File: src/rtl/dla_clock_cross_handshake_src_if.sv
// -----------------------------------------------------------------------------
// dla_clock_cross_handshake_src_if
//
// Bundle for the source half of a 2-phase req/ack bus crossing.
//   i_src_valid / i_src_data / o_src_ready : valid/ready word intake (clk_src)
//   o_src_busy                             : a transfer is awaiting its ack
//   o_src_protocol_error                   : sticky, ack toggled with no request
//   o_xfer_req_toggle / o_xfer_data        : request toggle and held data bus
//                                            toward the destination domain
//   i_xfer_ack_toggle                      : ack toggle from the destination
//                                            domain (asynchronous to clk_src)
//
// Modports:
//   master : the crossing source block (drives the o_* signals)
//   slave  : its environment (word producer plus destination half)
// -----------------------------------------------------------------------------
interface dla_clock_cross_handshake_src_if #(
  parameter int WIDTH = 32
);
  logic             i_src_valid;
  logic [WIDTH-1:0] i_src_data;
  logic             o_src_ready;
  logic             o_src_busy;
  logic             o_src_protocol_error;
  logic             o_xfer_req_toggle;
  logic [WIDTH-1:0] o_xfer_data;
  logic             i_xfer_ack_toggle;

  modport master (
    input  i_src_valid,
    input  i_src_data,
    input  i_xfer_ack_toggle,
    output o_src_ready,
    output o_src_busy,
    output o_src_protocol_error,
    output o_xfer_req_toggle,
    output o_xfer_data
  );

  modport slave (
    output i_src_valid,
    output i_src_data,
    output i_xfer_ack_toggle,
    input  o_src_ready,
    input  o_src_busy,
    input  o_src_protocol_error,
    input  o_xfer_req_toggle,
    input  o_xfer_data
  );
endinterface

File: src/rtl/dla_clock_cross_handshake_src.sv
// -----------------------------------------------------------------------------
// dla_clock_cross_handshake_src
//
// Source-side half of a toggle-based (2-phase) req/ack bus crossing.
// A word accepted on the valid/ready intake is captured onto a held bus and
// announced by flipping the request toggle. The block then waits until the
// synchronized ack toggle matches the request toggle before taking the next
// word, so the held bus is constant whenever the destination may sample it.
//
// Ports:
//   clk_src            : source clock
//   i_src_async_resetn : async active-low reset, released synchronously to
//                        clk_src by the system reset sequence
//   bus (master)       : intake, status, request/data and ack signals, see
//                        dla_clock_cross_handshake_src_if
//
// Parameters:
//   WIDTH                : data width, >= 1
//   METASTABILITY_STAGES : ack synchronizer depth, >= 2
// -----------------------------------------------------------------------------
module dla_clock_cross_handshake_src #(
  parameter int WIDTH                = 32,
  parameter int METASTABILITY_STAGES = 3
) (
  input  logic                            clk_src,
  input  logic                            i_src_async_resetn,
  dla_clock_cross_handshake_src_if.master bus
);

  // Elaboration-time parameter checks.
  if (WIDTH < 1) begin : g_width_check
    $error("dla_clock_cross_handshake_src: WIDTH must be >= 1");
  end
  if (METASTABILITY_STAGES < 2) begin : g_stages_check
    $error("dla_clock_cross_handshake_src: METASTABILITY_STAGES must be >= 2");
  end

  typedef enum logic [1:0] {
    ST_INIT     = 2'd0,
    ST_IDLE     = 2'd1,
    ST_WAIT_ACK = 2'd2
  } state_t;

  state_t                          state_q;
  state_t                          state_d;
  logic [METASTABILITY_STAGES-1:0] ack_sync_q;
  logic                            ack_s;
  logic                            req_q;
  logic [WIDTH-1:0]                data_q;
  logic                            error_q;
  logic                            accept;

  // ---------------------------------------------------------------------------
  // Ack synchronizer: bit 0 is the only flop that sees the asynchronous input.
  // ---------------------------------------------------------------------------
  // NOTE: sequential state uses non-blocking assignments so every flop samples
  // the pre-edge values of its neighbours, which is what makes this a chain.
  always_ff @(posedge clk_src or negedge i_src_async_resetn) begin
    if (!i_src_async_resetn) begin
      ack_sync_q <= '0;
    end else begin
      ack_sync_q <= {ack_sync_q[METASTABILITY_STAGES-2:0], bus.i_xfer_ack_toggle};
    end
  end

  assign ack_s = ack_sync_q[METASTABILITY_STAGES-1];

  // ---------------------------------------------------------------------------
  // FSM: state register
  // ---------------------------------------------------------------------------
  always_ff @(posedge clk_src or negedge i_src_async_resetn) begin
    if (!i_src_async_resetn) begin
      state_q <= ST_INIT;
    end else begin
      state_q <= state_d;
    end
  end

  // A word is taken only from IDLE; valid during WAIT_ACK is ignored.
  assign accept = (state_q == ST_IDLE) && bus.i_src_valid;

  // ---------------------------------------------------------------------------
  // FSM: next-state logic
  // ---------------------------------------------------------------------------
  // NOTE: the default assignment before the case keeps this purely
  // combinational; any path that left state_d unassigned would infer a latch.
  always_comb begin
    state_d = state_q;
    unique case (state_q)
      ST_INIT:     state_d = ST_IDLE;
      ST_IDLE:     if (accept) state_d = ST_WAIT_ACK;
      // Equal toggles mean the destination has consumed the current word.
      ST_WAIT_ACK: if (ack_s == req_q) state_d = ST_IDLE;
      default:     state_d = ST_INIT;
    endcase
  end

  // ---------------------------------------------------------------------------
  // FSM: output decode, from registered state only
  // ---------------------------------------------------------------------------
  always_comb begin
    bus.o_src_ready = 1'b0;
    bus.o_src_busy  = 1'b0;
    unique case (state_q)
      ST_IDLE:     bus.o_src_ready = 1'b1;
      ST_WAIT_ACK: bus.o_src_busy  = 1'b1;
      default:     ;
    endcase
  end

  // ---------------------------------------------------------------------------
  // Held request toggle and data bus. Both move only on an accepting edge, so
  // they are frozen through WAIT_ACK and IDLE while the destination samples.
  // ---------------------------------------------------------------------------
  // NOTE: the data register is reset on purpose: the destination half may
  // observe the bus straight out of reset, so it must come up at a known 0.
  always_ff @(posedge clk_src or negedge i_src_async_resetn) begin
    if (!i_src_async_resetn) begin
      req_q  <= 1'b0;
      data_q <= '0;
    end else if (accept) begin
      req_q  <= ~req_q;
      data_q <= bus.i_src_data;
    end
  end

  // ---------------------------------------------------------------------------
  // Sticky protocol error: in IDLE nothing is outstanding, so the synchronized
  // ack must already equal the request toggle.
  // ---------------------------------------------------------------------------
  always_ff @(posedge clk_src or negedge i_src_async_resetn) begin
    if (!i_src_async_resetn) begin
      error_q <= 1'b0;
    end else if ((state_q == ST_IDLE) && (ack_s != req_q)) begin
      error_q <= 1'b1;
    end
  end

  assign bus.o_xfer_req_toggle    = req_q;
  assign bus.o_xfer_data          = data_q;
  assign bus.o_src_protocol_error = error_q;

endmodule
File: src/flat_wrapper.sv
// flat-port wrapper written by rule: the top's interface ports become plain ports
module dla_clock_cross_handshake_src_flat 
#(
  parameter int WIDTH                = 32,
  parameter int METASTABILITY_STAGES = 3
)
  (clk_src, i_src_async_resetn, bus_i_src_valid, bus_i_src_data, bus_i_xfer_ack_toggle, bus_o_src_ready, bus_o_src_busy, bus_o_src_protocol_error, bus_o_xfer_req_toggle, bus_o_xfer_data);
  dla_clock_cross_handshake_src_if #(.WIDTH(WIDTH)) bus_i ();
  input  logic clk_src;
  input  logic i_src_async_resetn;
  input wire logic [$bits(bus_i.i_src_valid)-1:0] bus_i_src_valid;
  input wire logic [$bits(bus_i.i_src_data)-1:0] bus_i_src_data;
  input wire logic [$bits(bus_i.i_xfer_ack_toggle)-1:0] bus_i_xfer_ack_toggle;
  output wire logic [$bits(bus_i.o_src_ready)-1:0] bus_o_src_ready;
  output wire logic [$bits(bus_i.o_src_busy)-1:0] bus_o_src_busy;
  output wire logic [$bits(bus_i.o_src_protocol_error)-1:0] bus_o_src_protocol_error;
  output wire logic [$bits(bus_i.o_xfer_req_toggle)-1:0] bus_o_xfer_req_toggle;
  output wire logic [$bits(bus_i.o_xfer_data)-1:0] bus_o_xfer_data;
  assign bus_i.i_src_valid = bus_i_src_valid;
  assign bus_i.i_src_data = bus_i_src_data;
  assign bus_i.i_xfer_ack_toggle = bus_i_xfer_ack_toggle;
  assign bus_o_src_ready = bus_i.o_src_ready;
  assign bus_o_src_busy = bus_i.o_src_busy;
  assign bus_o_src_protocol_error = bus_i.o_src_protocol_error;
  assign bus_o_xfer_req_toggle = bus_i.o_xfer_req_toggle;
  assign bus_o_xfer_data = bus_i.o_xfer_data;
  dla_clock_cross_handshake_src #(.WIDTH(WIDTH), .METASTABILITY_STAGES(METASTABILITY_STAGES)) u_core (.clk_src(clk_src), .i_src_async_resetn(i_src_async_resetn), .bus(bus_i));
endmodule
File: config.mk
export PLATFORM = sky130hd
export DESIGN_NAME = dla_clock_cross_handshake_src_flat
export DESIGN_NICKNAME = d
export VERILOG_FILES = /design/src/rtl/dla_clock_cross_handshake_src_if.sv /design/src/rtl/dla_clock_cross_handshake_src.sv /design/src/flat_wrapper.sv
export SDC_FILE = /design/constraint.sdc
export NUM_CORES = 1
export LEC_CHECK = 0
export BUFFER_PORTS_ARGS = -buffer_cell sky130_fd_sc_hd__buf_2
export CAP_MARGIN = 10
export CORE_ASPECT_RATIO = 1.2
export CORE_UTILIZATION = 25
export DETAILED_ROUTE_END_ITERATION = 16
export HOLD_SLACK_MARGIN = 0.15
export SYNTH_ARGS = -nofsm -noshare
export SYNTH_HDL_FRONTEND = slang
export SYNTH_SLANG_ARGS = --single-unit
File: constraint.sdc
create_clock -name clk_src -period 3.65 [get_ports clk_src]
set_clock_uncertainty 0.05 [all_clocks]
set_input_delay 0.1825 -clock clk_src [delete_from_list [all_inputs] [get_ports clk_src]]
set_output_delay 0.1825 -clock clk_src [all_outputs]
set_load 0.01 [all_outputs]
Yosys cells after proc, flatten, opt, wreduce, memory -nomap -nowiden

Index checks and enable logic that the tools add are counted.

Equal/unequal tests: 6
Mux-type cells: 5
Bitwise gates (word level): 1
Reductions and logical operators: 4

Operators by type and width:

| operator             | number |
|---|---|
| $pmux W2 S3          | 1 |
| $mux W2              | 2 |
| $ne A2 B1 Y1 const B | 2 |
| $eq A2 B1 Y1 const B | 1 |
| $eq A2 B2 Y1 const B | 1 |
| $logic_and A1 B1 Y1  | 2 |
| $logic_not A2 Y1     | 1 |
| $mux W1              | 2 |
| $reduce_and A2 Y1    | 1 |
| $eq A1 B1 Y1         | 1 |
| $ne A1 B1 Y1         | 1 |
| $not A1 Y1           | 1 |

Bits in registers: 39
Input port bits: 36
Output and inout bits: 36
Logic and storage cells: 21

Longest topological paths before layout

Gate-level depths: netlist of the first run.

Word-level depth: 4
Mapped depth: 3
Mapped depth without buffers: 2

Worst setup path before layout of the first run

Ideal clock, no wire load.

Kind: register to register
From: register u_core.state_q[1]
To: register u_core.data_q[0] (netlist: u_core.bus.o_xfer_data[0])
Arrival: 1029 ps
Slack: 2446 ps
Stages on the path, launching flop included: 4
Period minus slack after synthesis: 1204 ps
Path through: dfrtp_1 > nand3b_4 > buf_6 > mux2_4

Longest elaborated chain between the ends: 2

Ends and longest elaborated chain:

| what                   | RTL line                             | RTL |
|---|---|---|
| start, declared        | dla_clock_cross_handshake_src.sv:44  | `state_t state_q;` |
| start signal, assigned | dla_clock_cross_handshake_src.sv:75  | `state_q <= state_d;` |
| $eq A2 B1 Y1           | dla_clock_cross_handshake_src.sv:80  | `assign accept = (state_q == ST_IDLE) && bus.i_src_valid;` |
| $logic_and A1 B1 Y1    | dla_clock_cross_handshake_src.sv:80  |  |
| end signal, assigned   | dla_clock_cross_handshake_src.sv:123 | `data_q <= bus.i_src_data;` |
| end, declared          | dla_clock_cross_handshake_src.sv:49  | `logic [WIDTH-1:0] data_q;` |

Every way passes these cells.
A chain may end at the register's enable or synchronous reset.

Final worst setup path of the first run

From: input bus_i_src_valid
To: register u_core.data_q[12] (netlist: u_core.bus.o_xfer_data[12])

Longest elaborated chain between the ends: 1

Ends and longest elaborated chain:

| what                | RTL line                            | RTL |
|---|---|---|
| start, declared     | flat_wrapper.sv:11                  | `input wire logic [$bits(bus_i.i_src_valid)-1:0] bus_i_src_valid;` |
| $logic_and A1 B1 Y1 | dla_clock_cross_handshake_src.sv:80 |  |

Every way passes these cells.

==> results.json, run 1 <==
{
  "path_max_fanout": 33,
  "insertion_delay_ns": 0.29,
  "final_cell_mix": "buf_2 (71), dfrtp_1 (39), dlygate4sd3_1 (35)",
  "htreeDepth": 2,
  "cp-start-kind": "input port",
  "io_pins": 72,
  "finalSetupTns_ns": 0,
  "worstPathRequired_ns": 3.77,
  "placedCellCount": 233,
  "drtPass1Iterations": 3,
  "max-vdd-ir-drop_mv": 0.310,
  "design_power_total_uw": 1940,
  "rsz0062_at_grt": "no",
  "synth_top_cell_area_share_pct": 62.7,
  "place_congestion": 0.682,
  "num_rows": 31,
  "period_needed_ns": 1.74,
  "fin_util_pct": 40.7,
  "final_common_cell": "buf_2",
  "drive_above_1_share_pct": 57.7,
  "hp-start": "u_core.ack_sync_q[0]",
  "setup_violations": 0,
  "rrSetupSlack_ns": 1.99,
  "yosysTopAreaCell": "dfrtp_1",
  "antenna_cells": 0,
  "coreArea_um2": 6010,
  "hold_end": "u_core.ack_sync_q[1]",
  "drt_wl_total_um": 3190,
  "viasPerCell": 3.92,
  "syn_nets": 119,
  "netlist_top_cells_area": "dfrtp_1 (63%), mux2_4 (28%), buf_6 (2.2%)",
  "syn_to_final_growth_pct": 57.2,
  "clockBufferDepth": 2,
  "finalHoldViolCount": 0,
  "clock_sinks": 39,
  "grt_usage_pct": 10.3,
  "grt_overflow_total": 0,
  "first_global_vias": 1088,
  "timing.rr.start": "u_core.state_q[1]",
  "cts_made_buffers": 5,
  "hpwl_um": 2010,
  "pwr_density_cell_nw_per_um2": 794,
  "die_h_um": 88.5,
  "drv_cap": 0,
  "grt_antenna_before_repair": 0,
  "grt_start_max_net_pins": 40,
  "end_kind": "register",
  "synth.distinct_cells": 11,
  "design.die.area_um2": 6550,
  "yosys_warnings": 0,
  "syn_inst": 83,
  "fin_crit_sh_pct": 47.7,
  "clkTransAtPathRegs_ns": 0.09,
  "drt.antenna.violating_nets": 0,
  "setup_ws_ns": 1.91,
  "rr_endpoint": "u_core.bus.o_xfer_data[12]",
  "root_buffer": "clkbuf_8",
  "die_x_um": 74.1,
  "finalNonFillerCells": 276,
  "tightestPinTransition_ns": 0.845,
  "netlist_area_um2": 1560,
  "drtIter0Drc": 28,
  "num_vias": 1081,
  "wl_per_cell_um": 11.5,
  "hold_depth": 0,
  "fmax_ghz": 0.574,
  "io_buffers": 71,
  "fin_nets": 229,
  "syn_avg_cell_area_um2": 18.8,
  "grt_pass1_wl_um": 4950,
  "hold_class": "register to register",
  "p_leak_uw": 0.00125,
  "maxSlewHeadroom_pct": 43.7,
  "crit_type": "input port to register",
  "initial_core_util_pct": 25.9,
  "ys_seq_area_share_pct": 62.7,
  "worstRegToRegCells": 2,
  "pre_cts_ws_ns": 1.96,
  "arrival_ns": 1.86,
  "drcViolationCount": 0,
  "cts_tree": "yes",
  "status": "finished, final reports clean",
  "ys_ff_latch": 39,
  "report.final.slew_viol_count": 0
}
kinds of logic (layout without fill, tap and decap cells):
family / count (synthesis) / after routing / share of synthesized area, %
XOR/XNOR: 2 / 2 / 1.12
multiplexers: 32 / 32 / 30.1
AND/OR/NAND/NOR: 3 / 3 / 2.09
buffers and inverters: 3 / 114 / 2.17
flip-flops: 39 / 39 / 62.7
AO/OA/AOI/OAI: 4 / 4 / 1.85
sequential cells by signal (all words and copies together) (netlist names):
| signal | count |
|---|---|
| u_core.bus.o_xfer_data | 32 |
| u_core.ack_sync_q | 3 |
| u_core.state_q | 2 |
| u_core.bus.o_src_protocol_error | 1 |
| u_core.bus.o_xfer_req_toggle | 1 |
cell type report:
class / instances / area (um^2)
multi-input cells: 41 / 548
well taps: 82 / 103
clock inverters: 3 / 47.5
flip-flops and latches: 39 / 976
clock buffers: 5 / 68.8
repair buffers: 106 / 706
fillers: 550 / 3560
how the worst max path moves through the flow:
stage / startpoint / endpoint / slack (ns) / depth (start not counted)
after global placement: u_core.state_q[1] / u_core.bus.o_xfer_data[13] / 2.00 / 2
after global routing: bus_i_src_valid / u_core.bus.o_xfer_data[12] / 1.82 / 4
after floorplan: u_core.state_q[1] / u_core.bus.o_xfer_data[0] / 2.45 / 3
after CTS: bus_i_src_valid / u_core.bus.o_xfer_data[13] / 1.91 / 4
final: bus_i_src_valid / u_core.bus.o_xfer_data[12] / 1.91 / 4
after detailed placement: u_core.state_q[1] / u_core.bus.o_xfer_data[12] / 1.96 / 2
metal layers:
layer / global-route usage [%] / vias up / part of all wire [%]
met4: 5.77 / 0 / 1.8
met2: 17.9 / 37 / 53
li1: - / 511 / -
met1: 11.2 / 529 / 41
met5: 0 / - / 0
met3: 2.73 / 4 / 4.1
cells in the mapped netlist:
library cell,count
buf_6,3
mux2_2,3
a21o_1,2
xnor2_1,1
xor2_1,1
dfrtp_1,39
nor2b_1,2
a22o_1,1
mux2_4,29
o21ai_0,1
nand3b_4,1
critical path, cell delays in order:
cell	delay [ns]
dlygate4sd3_1	0.53
buf_2	0.15
nand3b_4	0.50
mux2_4	0.49
per-stage QoR:
stage | instance area, um^2 | hold WS (ns)
5_1_grt | 2450 | 0.322
3_3_place_gp | 1980 | 0.252
6_report | 2450 | 0.318
2_1_floorplan | 1560 | -0.163
3_5_place_dp | 1980 | 0.253
4_1_cts | 2450 | 0.318
power breakdown:
part / switching, uW / internal (uW)
logic: 327 / 501
registers: 116 / 634
clock network: 159 / 207
total: 602 / 1340
repair_timing:
action | in CTS | in global routing
resized for setup | 0 | 0
hold buffers | 35 | 0
endpoints found under the hold margin | 73 | 0
setup buffers | 0 | 0
Note: power is estimated with default switching activity, not from simulation.
==> run 2: changes to the inputs <==
Clock period 3.65 ns to 1.6 ns, I/O delays scaled along.
==> run 2 against run 1 <==
Count of clock-buffer cells in the layout is 2 higher. Final cell count is 1.1% higher. Critical path type unchanged. Clock power is 98% higher. Hold slack worse by 0.015 ns. Total power is 130% higher. Flip-flop and latch count stayed put. Cell area is 0.92% higher. Global-route usage is 0.92 points higher. Utilization is 0.37 points higher. Worst setup slack worse by 1.6 ns. Non-clock buffer count is 3 higher. Largest cell class unchanged.
==> results.json, run 2 (synthesized netlist as in run 1, its figures left out) <==
{
  "clkTransAtPathRegs_ns": 0.07,
  "io_pins": 72,
  "final_cell_mix": "buf_2 (71), dfrtp_1 (39), dlygate4sd3_1 (35)",
  "root_buffer": "clkbuf_8",
  "use_met2_pct": 21.5,
  "first_global_vias": 1163,
  "cts_setup_buffers": 0,
  "p_sw_share_pct": 31.3,
  "rsz0062_at_grt": "no",
  "worstPathRequired_ns": 1.72,
  "grt_overflow_total": 0,
  "seq_power_share_pct": 39.3,
  "combinationalPowerShare_pct": 44.2,
  "coreArea_um2": 6010,
  "path_max_fanout": 13,
  "pwr_density_cell_nw_per_um2": 1770,
  "drt.antenna.violating_nets": 0,
  "clockBufferDepth": 2,
  "setup_violations": 0,
  "io_buffers": 71,
  "finalNonFillerCells": 279,
  "design.die.area_um2": 6550,
  "worstRegToRegCells": 3,
  "finalHoldViolCount": 0,
  "grt.met3_usage_pct": 2.16,
  "hpwl_um": 2090,
  "htreeDepth": 2,
  "crit_type": "input port to register",
  "num_vias": 1082,
  "cp-startpoint": "bus_i_src_valid",
  "arrival_ns": 1.45,
  "num_rows": 31,
  "grt_usage_pct": 11.2,
  "initial_core_util_pct": 25.9,
  "grt_start_max_net_pins": 40,
  "clock_sinks": 39,
  "p_leak_uw": 0.00127,
  "rrSetupSlack_ns": 0.29,
  "hold_class": "register to register",
  "final_common_cell": "buf_2",
  "drive_above_1_share_pct": 58.4,
  "tightestPinTransition_ns": 0.475,
  "maxSlewHeadroom_pct": 68.3,
  "rr_endpoint": "u_core.bus.o_xfer_data[16]",
  "insertion_delay_ns": 0.28,
  "fmax_ghz": 0.748,
  "drcViolationCount": 0,
  "end_kind": "register",
  "grt_use_met1_pct": 11.2,
  "syn_to_final_growth_pct": 58.6,
  "fin_util_pct": 41.1,
  "wl_per_cell_um": 12.3,
  "hold_depth": 0,
  "p_int_uw": 3010,
  "drt_wl_total_um": 3430,
  "finalSetupTns_ns": 0,
  "grt_antenna_before_repair": 0,
  "die_x_um": 74.1,
  "status": "finished, final reports clean",
  "fin_crit_sh_pct": 83.6,
  "antenna_cells": 0,
  "max-vdd-ir-drop_mv": 0.546,
  "period_needed_ns": 1.34,
  "die_h_um": 88.5,
  "grt_pass1_wl_um": 5330,
  "drv_cap": 0,
  "fin_nets": 232,
  "cp-start-kind": "input port",
  "setup.worst_path.end": "u_core.bus.o_xfer_data[16]",
  "placedCellCount": 236,
  "cts_resized": 0,
  "cts_made_buffers": 5,
  "largest_reg_flops": 32,
  "place_congestion": 0.652,
  "drtPass1Iterations": 4,
  "cts_tree": "yes",
  "report.final.slew_viol_count": 0,
  "top_usage_layer": "met2",
  "p_sw_uw": 1370,
  "drtIter0Drc": 26,
  "viasPerCell": 3.88,
  "timing.rr.start": "u_core.state_q[0]",
  "power_frac_clock_pct": 16.5
}
==> run 2: cell types whose count changed in the layout (fill, tap and decap cells not counted) <==
cell        delta
buf_4          +2
clkbuf_8       +2
buf_12         +1
bufinv_16      -1
clkinv_4       -1
clkinvlp_4     +1
inv_6          -1
==> run 2: area by class of cell <==
type / count / area (um^2)
fillers: 545 / 3540
flip-flops and latches: 39 / 976
repair buffers: 109 / 741
multi-input cells: 41 / 548
well taps: 82 / 103
clock buffers: 7 / 96.3
clock inverters: 1 / 7.51
==> run 2: metal layers <==
layer | vias up | routed length (um) | part of all wire (%)
met4 | 0 | 53 | 1.5
met3 | 4 | 111 | 3.2
met1 | 527 | 1330 | 39
met2 | 37 | 1940 | 56
li1 | 514 | - | -
met5 | - | 0 | 0
==> run 2: through the flow <==
stage	total power (uW)	instance area (um^2)	setup slack (ns)	hold WS, ns
2_1_floorplan	2960	1560	0.396	-0.266
3_3_place_gp	3580	2020	0.333	0.112
3_5_place_dp	3610	2020	0.297	0.117
4_1_cts	4440	2470	0.259	0.305
5_1_grt	4650	2470	0.232	0.308
6_report	4380	2470	0.263	0.302
==> run 2: worst min path at each step <==
stage / start / end
after floorplan: i_src_async_resetn / u_core.ack_sync_q[0]
after global placement: i_src_async_resetn / u_core.bus.o_xfer_data[31]
after global routing: u_core.ack_sync_q[1] / u_core.ack_sync_q[2]
after CTS: u_core.ack_sync_q[1] / u_core.ack_sync_q[2]
final: u_core.ack_sync_q[1] / u_core.ack_sync_q[2]
after detailed placement: i_src_async_resetn / u_core.bus.o_xfer_data[31]
==> run 2: timing repair <==
action / in CTS / in global routing
hold endpoints to repair: 74 / 0
setup endpoints to repair: 0 / 0
hold buffers: 35 / 0
==> run 2: critical path, stage by stage <==
cell	delay, ns
dlygate4sd3_1	0.54
buf_2	0.15
nand3b_4	0.09
buf_4	0.26
mux2_4	0.33
==> run 2: power groups by stage <==
stage / logic, uW / clock network [uW] / registers [uW]
after floorplan: 1040 / 0 / 1920
after global placement: 1860 / 0 / 1720
after detailed placement: 1900 / 0 / 1710
after CTS: 1960 / 761 / 1720
after global routing: 2080 / 798 / 1780
final: 1940 / 725 / 1720
==> run 3: changes to the inputs <==
Settings changed: ABC_AREA set to 1.
Clock period 1.6 ns to 1.3 ns, I/O delays scaled along.
==> run 3 against run 2 <==
Final cell count grew 27%. Global-route usage grew 1.0 points. Sequential share of layout area is 1.4 points higher. Register-to-register slack got worse by 0.15 ns. Non-clock buffer count stayed put. Wire length up 3.1%. Utilization rose by 0.49 points. Sequential power grew 17%. Combinational power down 4%. Flip-flop and latch count is the same. Largest power group is now registers.
==> results.json, run 3 <==
{
  "status": "finished, final reports clean",
  "yosys_warnings": 0,
  "grt_overflow_total": 0,
  "report.final.slew_viol_count": 0,
  "grt_pass1_wl_um": 5890,
  "die_h_um": 87.3,
  "netlist_area_um2": 1520,
  "p_int_uw": 3010,
  "drt_wl_total_um": 3530,
  "power_frac_clock_pct": 18.3,
  "maxSlewHeadroom_pct": 67.9,
  "seq_area_um2": 976,
  "synth_top_cell_area_share_pct": 64.4,
  "crit_type": "register to register",
  "die_x_um": 73.1,
  "synth.distinct_cells": 11,
  "worstPathRequired_ns": 1.47,
  "max-vdd-ir-drop_mv": 0.756,
  "fin_hold_ws_ns": 0.300,
  "synth_compound_area_share_pct": 0.495,
  "cts_made_buffers": 5,
  "syn_inst": 163,
  "worstRegToRegCells": 6,
  "drtIter0Drc": 62,
  "place_area_um2": 1940,
  "cp-start-kind": "register",
  "path_max_fanout": 15,
  "async_flop_share_pct": 100,
  "synth_edf_count": 0,
  "design_power_total_uw": 4760,
  "synth_mux_area_share_pct": 0,
  "grt_start_max_net_pins": 40,
  "arrival_ns": 1.33,
  "tightestPinTransition_ns": 0.481,
  "final_common_cell": "nand2_1",
  "io_buffers": 71,
  "design.die.area_um2": 6380,
  "num_vias": 1346,
  "cts_resized": 0,
  "clkTransAtPathRegs_ns": 0.07,
  "hold_depth": 0,
  "ys.flop_type": "dfrtp_1",
  "rr_endpoint": "u_core.bus.o_xfer_data[25]",
  "synth-simple-area-share_pct": 28.6,
  "p_sw_share_pct": 36.8,
  "synthAdderAreaFrac_pct": 0,
  "hpwl_um": 2220,
  "fin_crit_sh_pct": 89.4,
  "antenna_cells": 0,
  "syn_avg_cell_area_um2": 9.30,
  "grt_usage_pct": 12.2,
  "hp-start": "u_core.ack_sync_q[1]",
  "synth_top_family_by_area": "simple AND/OR/NAND/NOR gates",
  "combinationalPowerShare_pct": 39.3,
  "netlist_top_cells_area": "dfrtp_1 (64%), nand2_1 (26%), buf_6 (4.5%)",
  "htreeDepth": 2,
  "num_rows": 30,
  "root_buffer": "clkbuf_8",
  "io_pins": 72,
  "yosysMostFrequentCell": "nand2_1",
  "cts_tree": "yes",
  "num-fill-cells": 596,
  "setup_violations": 0,
  "design_area_um2": 2390,
  "fmax_ghz": 0.861,
  "period_needed_ns": 1.16,
  "p_leak_uw": 0.00135,
  "yosysTopAreaCell": "dfrtp_1",
  "rsz0062_at_grt": "no",
  "synth-xor-area-share_pct": 0,
  "finalHoldViolCount": 0,
  "first_global_vias": 1353,
  "drv_cap": 0,
  "initial_core_util_pct": 26.4,
  "largest_reg_flops": 32,
  "clock_sinks": 39,
  "pwr_density_cell_nw_per_um2": 1990,
  "grt_antenna_before_repair": 0,
  "fin_nets": 309,
  "syn_to_final_growth_pct": 57.6,
  "clockBufferDepth": 2,
  "drcViolationCount": 0,
  "hold_end": "u_core.ack_sync_q[2]",
  "multiInputGateArea_um2": 440,
  "end_kind": "register",
  "final_cell_mix": "nand2_1 (106), buf_2 (71), dfrtp_1 (39)",
  "seq_power_share_pct": 42.4,
  "p_sw_uw": 1750,
  "hold_class": "register to register",
  "wl_per_cell_um": 9.98,
  "coreArea_um2": 5740,
  "drt.antenna.violating_nets": 0,
  "viasPerCell": 3.80,
  "rrSetupSlack_ns": 0.14,
  "timing.rr.start": "u_core.state_q[1]",
  "syn_nets": 199,
  "insertion_delay_ns": 0.28,
  "place_congestion": 0.673,
  "synthTopCellsByCount": "nand2_1 (106), dfrtp_1 (39), buf_6 (6), inv_1 (4), inv_2 (2)",
  "ys_seq_area_share_pct": 64.4,
  "drive_above_1_share_pct": 31.4,
  "finalSetupTns_ns": 0,
  "ys_ff_latch": 39,
  "drtPass1Iterations": 4
}
[run 3: changes by cell type in the layout (fill, tap and decap cells not counted), moves of 2 or more]
cell     before  now
nand2_1       0  106
nor2b_1       2    0
a21o_1        2    0
inv_1         0    4
mux2_2        3    0
inv_2         0    2
mux2_4       29    0
[run 3: cells by family (layout without fill, tap and decap cells)]
family,after synthesis,count (layout)
DFF,39,39
buffers and inverters,13,124
and+or+nand+nor,110,110
AOI/OAI and AO/OA,1,1
[run 3: repair_timing]
action                    in CTS  in global routing
buffers inserted               0                  0
hold buffers                  35                  0
hold endpoints to repair      73                  0
[run 3: power groups by stage]
stage | Sequential, uW | Clock [uW] | Combinational (uW)
final | 2020 | 871 | 1870
after global placement | 2020 | 0 | 1800
after detailed placement | 2030 | 0 | 1840
after CTS | 2020 | 908 | 1910
after floorplan | 2260 | 0 | 875
after global routing | 2090 | 972 | 2150
[run 3: worst max-delay path: stages, from the launching register on]
cell and delay (ns):
dfrtp_1 0.36, inv_1 0.07, nand2_2 0.11, nor2_8 0.15, buf_4 0.23, nand2_1 0.07, nand2_1 0.07
[run 3: layout make-up]
type,instances,share of cell area [%]
inverter,7,1.31
timing repair buffer,109,31.0
tap,80,4.19
clock buffer,8,4.19
sequential,39,40.9
multi-input combinational,111,18.4
[run 3: metal layers]
metal / global-route usage (%) / wire length, um
met2: 21.7 / 1850
met3: 3.47 / 159
met5: 0 / 0
met4: 4.99 / 50
met1: 13.5 / 1480
[run 3: how the worst max path moves through the flow]
stage	startpoint	to	slack, ns	cells past startpoint
after floorplan	u_core.state_q[1]	u_core.bus.o_xfer_req_toggle	0.19	7
after global placement	u_core.state_q[1]	u_core.bus.o_xfer_data[27]	0.17	6
after detailed placement	u_core.state_q[1]	u_core.bus.o_xfer_req_toggle	0.13	6
after CTS	u_core.state_q[1]	u_core.bus.o_xfer_req_toggle	0.12	6
after global routing	u_core.state_q[1]	u_core.bus.o_xfer_data[25]	0.02	6
final	u_core.state_q[1]	u_core.bus.o_xfer_data[25]	0.14	6
[run 3: through the flow]
stage	setup slack (ns)	util, %	instances
after floorplan	0.190	-	163
after global placement	0.166	33.7	311
after detailed placement	0.135	33.7	311
after CTS	0.117	41.6	354
after global routing	0.0171	41.6	354
final	0.138	41.6	354
